`config.mk`:
```
export PLATFORM = sky130hd
export DESIGN_NAME = cordic_input_stage
export DESIGN_NICKNAME = d
export VERILOG_FILES = /design/src/rtl/cordic_input_stage.sv
export SDC_FILE = /design/constraint.sdc
export NUM_CORES = 1
export LEC_CHECK = 0
export CORE_MARGIN = 3
export CORE_UTILIZATION = 35
export CTS_BUF_LIST = sky130_fd_sc_hd__clkbuf_16
export DETAILED_ROUTE_END_ITERATION = 6
export SLEW_MARGIN = 40
export SYNTH_ARGS = -nofsm -noshare
export SYNTH_HDL_FRONTEND = slang
export SYNTH_SLANG_ARGS = --single-unit
```
`constraint.sdc`:
```
create_clock -name clk -period 4.1 [get_ports clk]
set_clock_uncertainty 0.2 [all_clocks]
set_input_delay 0.82 -clock clk [delete_from_list [all_inputs] [get_ports clk]]
set_output_delay 0.82 -clock clk [all_outputs]
set_load 0.02 [all_outputs]
```
`src/rtl/cordic_input_stage.sv`:
```
`default_nettype none
// ============================================================================
// Module   : cordic_input_stage
// Purpose  : Registered, flow-controlled front end for the CORDIC core.
//            Folds rotation angles / arctan vectors into the core's +/-90 deg
//            convergence range, emits a flip code for the output stage, and
//            buffers folded requests in a DEPTH-entry circular FIFO.
// Ports    : clk, rst              - clock, synchronous active-high reset
//            in_valid/in_ready     - request handshake
//            in_mode               - 0 = rotation, 1 = arctan
//            in_degree, in_x, in_y - request operands (signed)
//            out_valid/out_ready   - folded request handshake
//            out_mode, out_degree, out_x, out_y, out_flip - FIFO head
//            level                 - FIFO occupancy
//            range_err             - out-of-range pulse (macro builds only)
// Options  : CORDIC_INPUT_RANGE_CHECK_EN - drop out-of-range requests and
//            pulse range_err instead of folding them.
// Revision : 1.0 - initial release
// ============================================================================
module cordic_input_stage #(
   parameter int INPUT_WIDTH      = 16,
   parameter int ANGLE_FRAC_WIDTH = 0,
   parameter int XY_FRAC_WIDTH    = 8,
   parameter int DEPTH            = 4,
   parameter int FLIP_FLAG_WIDTH  = 2
) (
   input  logic                         clk,
   input  logic                         rst,
   input  logic                         in_valid,
   output logic                         in_ready,
   input  logic                         in_mode,
   input  logic [INPUT_WIDTH-1:0]       in_degree,
   input  logic [INPUT_WIDTH-1:0]       in_x,
   input  logic [INPUT_WIDTH-1:0]       in_y,
   output logic                         out_valid,
   input  logic                         out_ready,
   output logic                         out_mode,
   output logic [INPUT_WIDTH-1:0]       out_degree,
   output logic [INPUT_WIDTH-1:0]       out_x,
   output logic [INPUT_WIDTH-1:0]       out_y,
   output logic [FLIP_FLAG_WIDTH-1:0]   out_flip,
   output logic [$clog2(DEPTH):0]       level
`ifdef CORDIC_INPUT_RANGE_CHECK_EN
   ,
   output logic                         range_err
`endif
);

   localparam int W  = INPUT_WIDTH;
   localparam int PW = $clog2(DEPTH);
   localparam int LW = PW + 1;

   // Angle constants are held at W+1 bits so the fold arithmetic cannot wrap.
   localparam logic signed [W:0] C_P90   = (W+1)'(90  * (2 ** ANGLE_FRAC_WIDTH));
   localparam logic signed [W:0] C_P180  = (W+1)'(180 * (2 ** ANGLE_FRAC_WIDTH));
   localparam logic signed [W:0] C_M90   = -C_P90;
   localparam logic signed [W:0] C_SMAX  = {2'b00, {(W-1){1'b1}}};
   localparam logic [W-1:0]      C_ONE   = {{(W-1){1'b0}}, 1'b1} << XY_FRAC_WIDTH;
   localparam logic [LW-1:0]     C_DEPTH = LW'(DEPTH);

   // Two's-complement negate at W+1 bits; only -MIN exceeds the positive range.
   function automatic logic [W-1:0] neg_sat(input logic [W-1:0] v);
      logic signed [W:0] n;
      n = -$signed({v[W-1], v});
      if (n > C_SMAX) begin
         return C_SMAX[W-1:0];
      end
      return n[W-1:0];
   endfunction

   // ---------------------------------------------------------------- fold
   logic signed [W:0]          w_d_ext;
   logic signed [W:0]          w_d_sum;
   logic [W-1:0]               w_fold_deg;
   logic [W-1:0]               w_fold_x;
   logic [W-1:0]               w_fold_y;
   logic [FLIP_FLAG_WIDTH-1:0] w_fold_flip;

   always_comb begin
      w_d_ext     = {in_degree[W-1], in_degree};
      w_d_sum     = w_d_ext;
      w_fold_deg  = '0;
      w_fold_x    = in_x;
      w_fold_y    = in_y;
      w_fold_flip = '0;
      if (!in_mode) begin
         if (w_d_ext > C_P90) begin
            w_d_sum        = w_d_ext - C_P180;
            w_fold_flip[0] = 1'b1;
         end else if (w_d_ext < C_M90) begin
            w_d_sum        = w_d_ext + C_P180;
            w_fold_flip[0] = 1'b1;
         end
         w_fold_deg = w_d_sum[W-1:0];
         w_fold_x   = C_ONE;
         w_fold_y   = '0;
      end else begin
         w_fold_flip[1] = in_y[W-1];
         if (in_x[W-1]) begin
            w_fold_x       = neg_sat(in_x);
            w_fold_y       = neg_sat(in_y);
            w_fold_flip[0] = 1'b1;
         end
      end
   end

   // ----------------------------------------------------------- handshake
   logic [LW-1:0] level_q, level_d;
   logic [PW-1:0] wr_q, wr_d;
   logic [PW-1:0] rd_q, rd_d;
   logic          w_push;
   logic          w_write;
   logic          w_pop;

   assign in_ready  = (level_q < C_DEPTH);
   assign out_valid = (level_q != '0);
   assign level     = level_q;
   assign w_push    = in_valid && in_ready;
   assign w_pop     = out_valid && out_ready;

`ifdef CORDIC_INPUT_RANGE_CHECK_EN
   localparam logic signed [W:0] C_M180 = -C_P180;
   logic w_bad;
   logic range_err_q;

   // Out-of-range requests are consumed but never enter the FIFO.
   assign w_bad     = in_mode ? ((in_x == '0) && (in_y == '0))
                              : ((w_d_ext > C_P180) || (w_d_ext < C_M180));
   assign w_write   = w_push && !w_bad;
   assign range_err = range_err_q;

   always_ff @(posedge clk) begin
      if (rst) begin
         range_err_q <= 1'b0;
      end else begin
         range_err_q <= w_push && w_bad;
      end
   end
`else
   assign w_write = w_push;
`endif

   always_comb begin
      level_d = level_q;
      wr_d    = wr_q;
      rd_d    = rd_q;
      if (w_write) begin
         wr_d = wr_q + PW'(1);
      end
      if (w_pop) begin
         rd_d = rd_q + PW'(1);
      end
      if (w_write && !w_pop) begin
         level_d = level_q + LW'(1);
      end else if (!w_write && w_pop) begin
         level_d = level_q - LW'(1);
      end
   end

   // ------------------------------------------------------------- storage
   logic                       mode_mem_q [DEPTH];
   logic [W-1:0]               deg_mem_q  [DEPTH];
   logic [W-1:0]               x_mem_q    [DEPTH];
   logic [W-1:0]               y_mem_q    [DEPTH];
   logic [FLIP_FLAG_WIDTH-1:0] flip_mem_q [DEPTH];

   // Entries are cleared on reset so the head reads as zero afterwards.
   always_ff @(posedge clk) begin
      if (rst) begin
         level_q <= '0;
         wr_q    <= '0;
         rd_q    <= '0;
         for (int i = 0; i < DEPTH; i++) begin
            mode_mem_q[i] <= 1'b0;
            deg_mem_q[i]  <= '0;
            x_mem_q[i]    <= '0;
            y_mem_q[i]    <= '0;
            flip_mem_q[i] <= '0;
         end
      end else begin
         level_q <= level_d;
         wr_q    <= wr_d;
         rd_q    <= rd_d;
         if (w_write) begin
            mode_mem_q[wr_q] <= in_mode;
            deg_mem_q[wr_q]  <= w_fold_deg;
            x_mem_q[wr_q]    <= w_fold_x;
            y_mem_q[wr_q]    <= w_fold_y;
            flip_mem_q[wr_q] <= w_fold_flip;
         end
      end
   end

   assign out_mode   = mode_mem_q[rd_q];
   assign out_degree = deg_mem_q[rd_q];
   assign out_x      = x_mem_q[rd_q];
   assign out_y      = y_mem_q[rd_q];
   assign out_flip   = flip_mem_q[rd_q];

endmodule
`default_nettype wire

```
[After elaboration in Yosys (flattened, before gate mapping)]
Memories as Yosys holds them, arrays and structs flattened. A register that Yosys moved wholly into a read port is not among the register bits.
Index checks and enable logic that the tools add are counted.
Word-level totals
  register bits: 7
  bits in writable memories: 204
  bits of input ports: 53
  output and inout bits: 56
  word-level logic and storage cells: 88
  memories: 5
Memory list
  deg_mem_q: depth 4, width 16, rd ports 1, clocked after Yosys merged registers in 1, wr ports 4, line 162  | logic [W-1:0] deg_mem_q [DEPTH];
  x_mem_q: depth 4, width 16, rd ports 1, clocked after Yosys merged registers in 1, wr ports 4, line 163  | logic [W-1:0] x_mem_q [DEPTH];
  y_mem_q: depth 4, width 16, rd ports 1, clocked after Yosys merged registers in 1, wr ports 4, line 164  | logic [W-1:0] y_mem_q [DEPTH];
  flip_mem_q: depth 4, width 2, rd ports 1, clocked after Yosys merged registers in 1, wr ports 4, line 165  | logic [FLIP_FLAG_WIDTH-1:0] flip_mem_q [DEPTH];
  mode_mem_q: depth 4, width 1, rd ports 1, clocked after Yosys merged registers in 1, wr ports 4, line 161  | logic mode_mem_q [DEPTH];
Operators by class
  add/sub/neg operators: 8
  $lt $le $gt $ge: 5
  multiplexer cells: 54
  reductions and logical operators: 13
Operators by type and width (number)
  $mux 16: 14
  $reduce_or 16->1: 3
  $gt 17x16->1 const B: 2
  $neg 16->17: 2
  $mux 2: 16
  $mux 1: 22
  $add 16x9->16 const B: 1
  $gt 16x8->1 const B: 1
  $lt 16x8->1 const B: 1
  $sub 16x9->16 const B: 1
  $mux 3: 2
  $add 2x1->2 const B: 2
  $logic_and 1x1->1: 4
  $add 3x1->3 const B: 1
  $lt 3x3->1 const B: 1
  $reduce_bool 3->1: 1
  $sub 3x1->3 const B: 1
  $logic_not 1->1: 2
  $reduce_bool 2->1: 1
  $reduce_or 2->1: 1
  $reduce_or 1->1: 1

[Longest topological paths before layout]
  word-level depth: 9
  depth in mapped cells: 9
  depth with buffers taken out: 8

[Worst setup path after synthesis]
OpenSTA, ideal clock, no wires.
  path kind: input to register
  start point: in in_valid
  end point: mem deg_mem_q[0][0] in the netlist's numbering, enable pin
  setup time: 417 ps
  arrival: 2946 ps
  data required time: 3483 ps
  path slack: 537 ps
  cell stages on the path: 6
  path buffers: 2
  cells stage by stage: nor2b_1 clkbuf_1 nand2b_1 or3_1 clkbuf_1 nand2b_1
RTL lines
  start: declaration: line 29  | input logic in_valid,
  end: declaration: line 162

==> flow_metrics.tcl <==
set metrics [dict create \
    dpl.cell_count 1325 \
    wl_um 26460 \
    grt_setup_unrepaired "false" \
    worstPathMaxFanout 23 \
    ys.flop_type "edfxtp_1" \
    ys_ff_latch 213 \
    reg2reg_to "deg_mem_q[2][9]" \
    critPathCapture "out_x[7]" \
    hold_viol 0 \
    drv_cap 0 \
    root_buffer "clkbuf_16" \
    htreeDepth 1 \
    synth-edff-count 204 \
    wl_per_cell_um 19.40 \
    antenna_found_initial 1 \
    die-area_um2 32340 \
    critPathLaunchType "register" \
    cp.required_ps 3080 \
    final_common_cell "edfxtp_1" \
    grt_max_degree 36 \
    cpMaxStageDelayCell "dfxtp_4" \
    yosysTopAreaCell "edfxtp_1" \
    maxSlewViolCount 0 \
    tns_ps 0 \
    async_flop_share_pct 0 \
    worst_pin_slew_ps 806.3 \
    path_cells "buf_4, mux4_2, clkdlybuf4s50_1" \
    p_leak_nw 4.577 \
    powerDensity_nw_per_um2 499.3 \
    synth.avg_cell_area_um2 12.56 \
    grt_usage_pct 15.93 \
    final_cells 1364 \
    first_pass_iters 6 \
    routed-via-count 7273 \
    die_h_um 179.8 \
    vdd_drop_max_mv 0.2867 \
    final_cell_mix "204 x edfxtp_1, 183 x nor2_1, 108 x clkdlybuf4s50_1, 51 x mux4_2, 44 x a21oi_1" \
    finalSetupViolCount 0 \
    core_area_um2 29720 \
    gp_congestion 0.8275 \
    status "completed" \
    relSlewSlack_pct 46.11 \
    critical_path_class "reg -> out" \
    area_delta_synth_final_pct 22.46 \
    regArea_um2 6311 \
    diodes 0 \
    grt_pass1_vias 7266 \
    ctsHoldBuffers 0 \
    hold_class "reg -> reg" \
    path_clk_slew_ps 50 \
    cts.repair.resized 0 \
    drt_iter0_markers 645 \
    io_buffers 108 \
    cts_made_buffers 24 \
    pin_count 109 \
    grt-ovfl-total 0 \
    cp_num_cells 3 \
    reg2reg_slack_ps 1650 \
    whs_ps 334.8 \
    antenna_left 0 \
    critPathBufInv 2 \
    multi_input_area_um2 3993 \
    drive_gt1_share_pct 13.86 \
    ys_types 67 \
    crit_family "buffers and inverters" \
    initial_utilization_pct 35.59 \
    cts.sinks 213 \
    fin_crit_sh_pct 89.30 \
    filler_cell_count 2769 \
    cts_tree "yes" \
    ys_seq_area_share_pct 59.63 \
    die_x_um 179.8 \
    reg2reg_depth 5 \
    rows 63 \
    layout.nets 1023 \
    max_freq_mhz 273.1 \
    post-dp-hpwl_um 17560 \
    clk-insertion-delay-late_ps 510 \
    netlist_instances 842 \
    ctsLongestPathBuffers 3 \
    cp_slowest_stage_delay_ps 670 \
    remaining_drc_errors 0 \
    synth_top_area_share_pct 57.93 \
    syn_area_um2 10580 \
    ys_top_cells_by_area "edfxtp_1 58%, mux4_2 11%, nor2_1 6.5%" \
    crit_arrival_ps 2640 \
    period_needed_ps 3661 \
    cp-end-kind "output pin" \
    yosysWarnings 0 \
    grt_pass1_wl_um 41550 \
    via_per_inst 5.332 \
    worstReg2RegStart "level[2]" \
    post-cts-setup-buffer-count 0 \
]
==> worst min path at each step <==
stage,from,to,slack [ps],depth (start not counted)
2_1_floorplan,rd_q[1],register,280,2
3_3_place_gp,rd_q[1],register,310,2
3_5_place_dp,rd_q[1],register,320,2
4_1_cts,rd_q[1],register,330,2
5_1_grt,rd_q[0],rd_q[0],390,2
6_report,rd_q[1],register,330,2
==> cells in the mapped netlist (all sizes together) (3+ instances only) <==
cell       n
edfxtp   204
nor2     183
mux4      51
a21oi     44
clkbuf    40
inv       28
o21ai     27
nand2     26
nand3     18
nor3      17
nor3b     13
or3       12
buf       11
o211ai    11
xnor2     11
xor2      10
dfxtp      9
nand2b     9
a211oi     8
ha         8
nor2b      7
o21a       7
mux2i      6
o31a       6
o31ai      6
a31oi      5
nand4      5
nor4       5
a31o       4
o311ai     4
a2111oi    3
a21o       3
and2       3
o22ai      3
or2        3
or3b       3
or4        3
==> state kept, by name (all words and copies together) (netlist names), named ones only <==
register	flops
y_mem_q	64
flip_mem_q	8
wr_q	2
level	3
mode_mem_q	4
rd_q	2
deg_mem_q	64
x_mem_q	64
==> power breakdown <==
part           switching, W  internal [W]  leakage [nW]  total (W)
Sequential         0.000128       0.00261          2.19    0.00273
Combinational      0.000946      0.000895          2.02    0.00184
Clock              0.000806       0.00109         0.364    0.00189
Total               0.00188       0.00459          4.58    0.00647
==> logic make-up (layout without fill, tap and decap cells) <==
group	Yosys count	after routing	synth area share [%]
xor gates and xnor gates	21	21	1.739
buffers and inverters	79	208	2.851
DFF	213	213	59.63
muxes	58	58	11.54
other	1	4	0.03546
AOI/OAI and AO/OA	145	145	9.134
and+or+nand+nor	316	316	13.94
adders and majority gates	9	9	1.136
==> through the flow <==
| step | area (µm²) | setup WS (ps) | power [W] | util, % |
|---|---|---|---|---|
| finish | 12950 | 438.6 | 0.006466 | 43.58 |
| CTS | 12940 | 335.7 | 0.006552 | 43.56 |
| floorplan | 10590 | 537.4 | 0.003836 | - |
| global placement | 12260 | 311.7 | 0.004640 | 41.24 |
| detailed placement | 12260 | 298.3 | 0.004651 | 41.25 |
| global route | 12950 | 258.2 | 0.006749 | 43.58 |
==> worst min-delay path, cell delays in order (launching register included) <==
cell     delay [ps]
dfxtp_1         320
xor2_1           60
nor2_1          110
==> per-layer routing <==
metal | global-route usage (%) | up-vias | share of wire, %
met4 | 3.806 | 2 | 1.9
met3 | 2.388 | 37 | 5.8
li1 | - | 3411 | -
met5 | 0 | - | 0.076
met1 | 22.23 | 3611 | 44
met2 | 26.43 | 212 | 48
==> area by class of cell <==
type / instances / area share (%)
clock buffers: 25 / 4.831
well taps: 390 / 3.768
clock inverters: 14 / 0.4734
inverters: 28 / 0.8116
flip-flops and latches: 213 / 48.73
repair buffers: 141 / 10.55
multi-input cells: 553 / 30.83
Note: power is estimated with default switching activity, not from simulation.
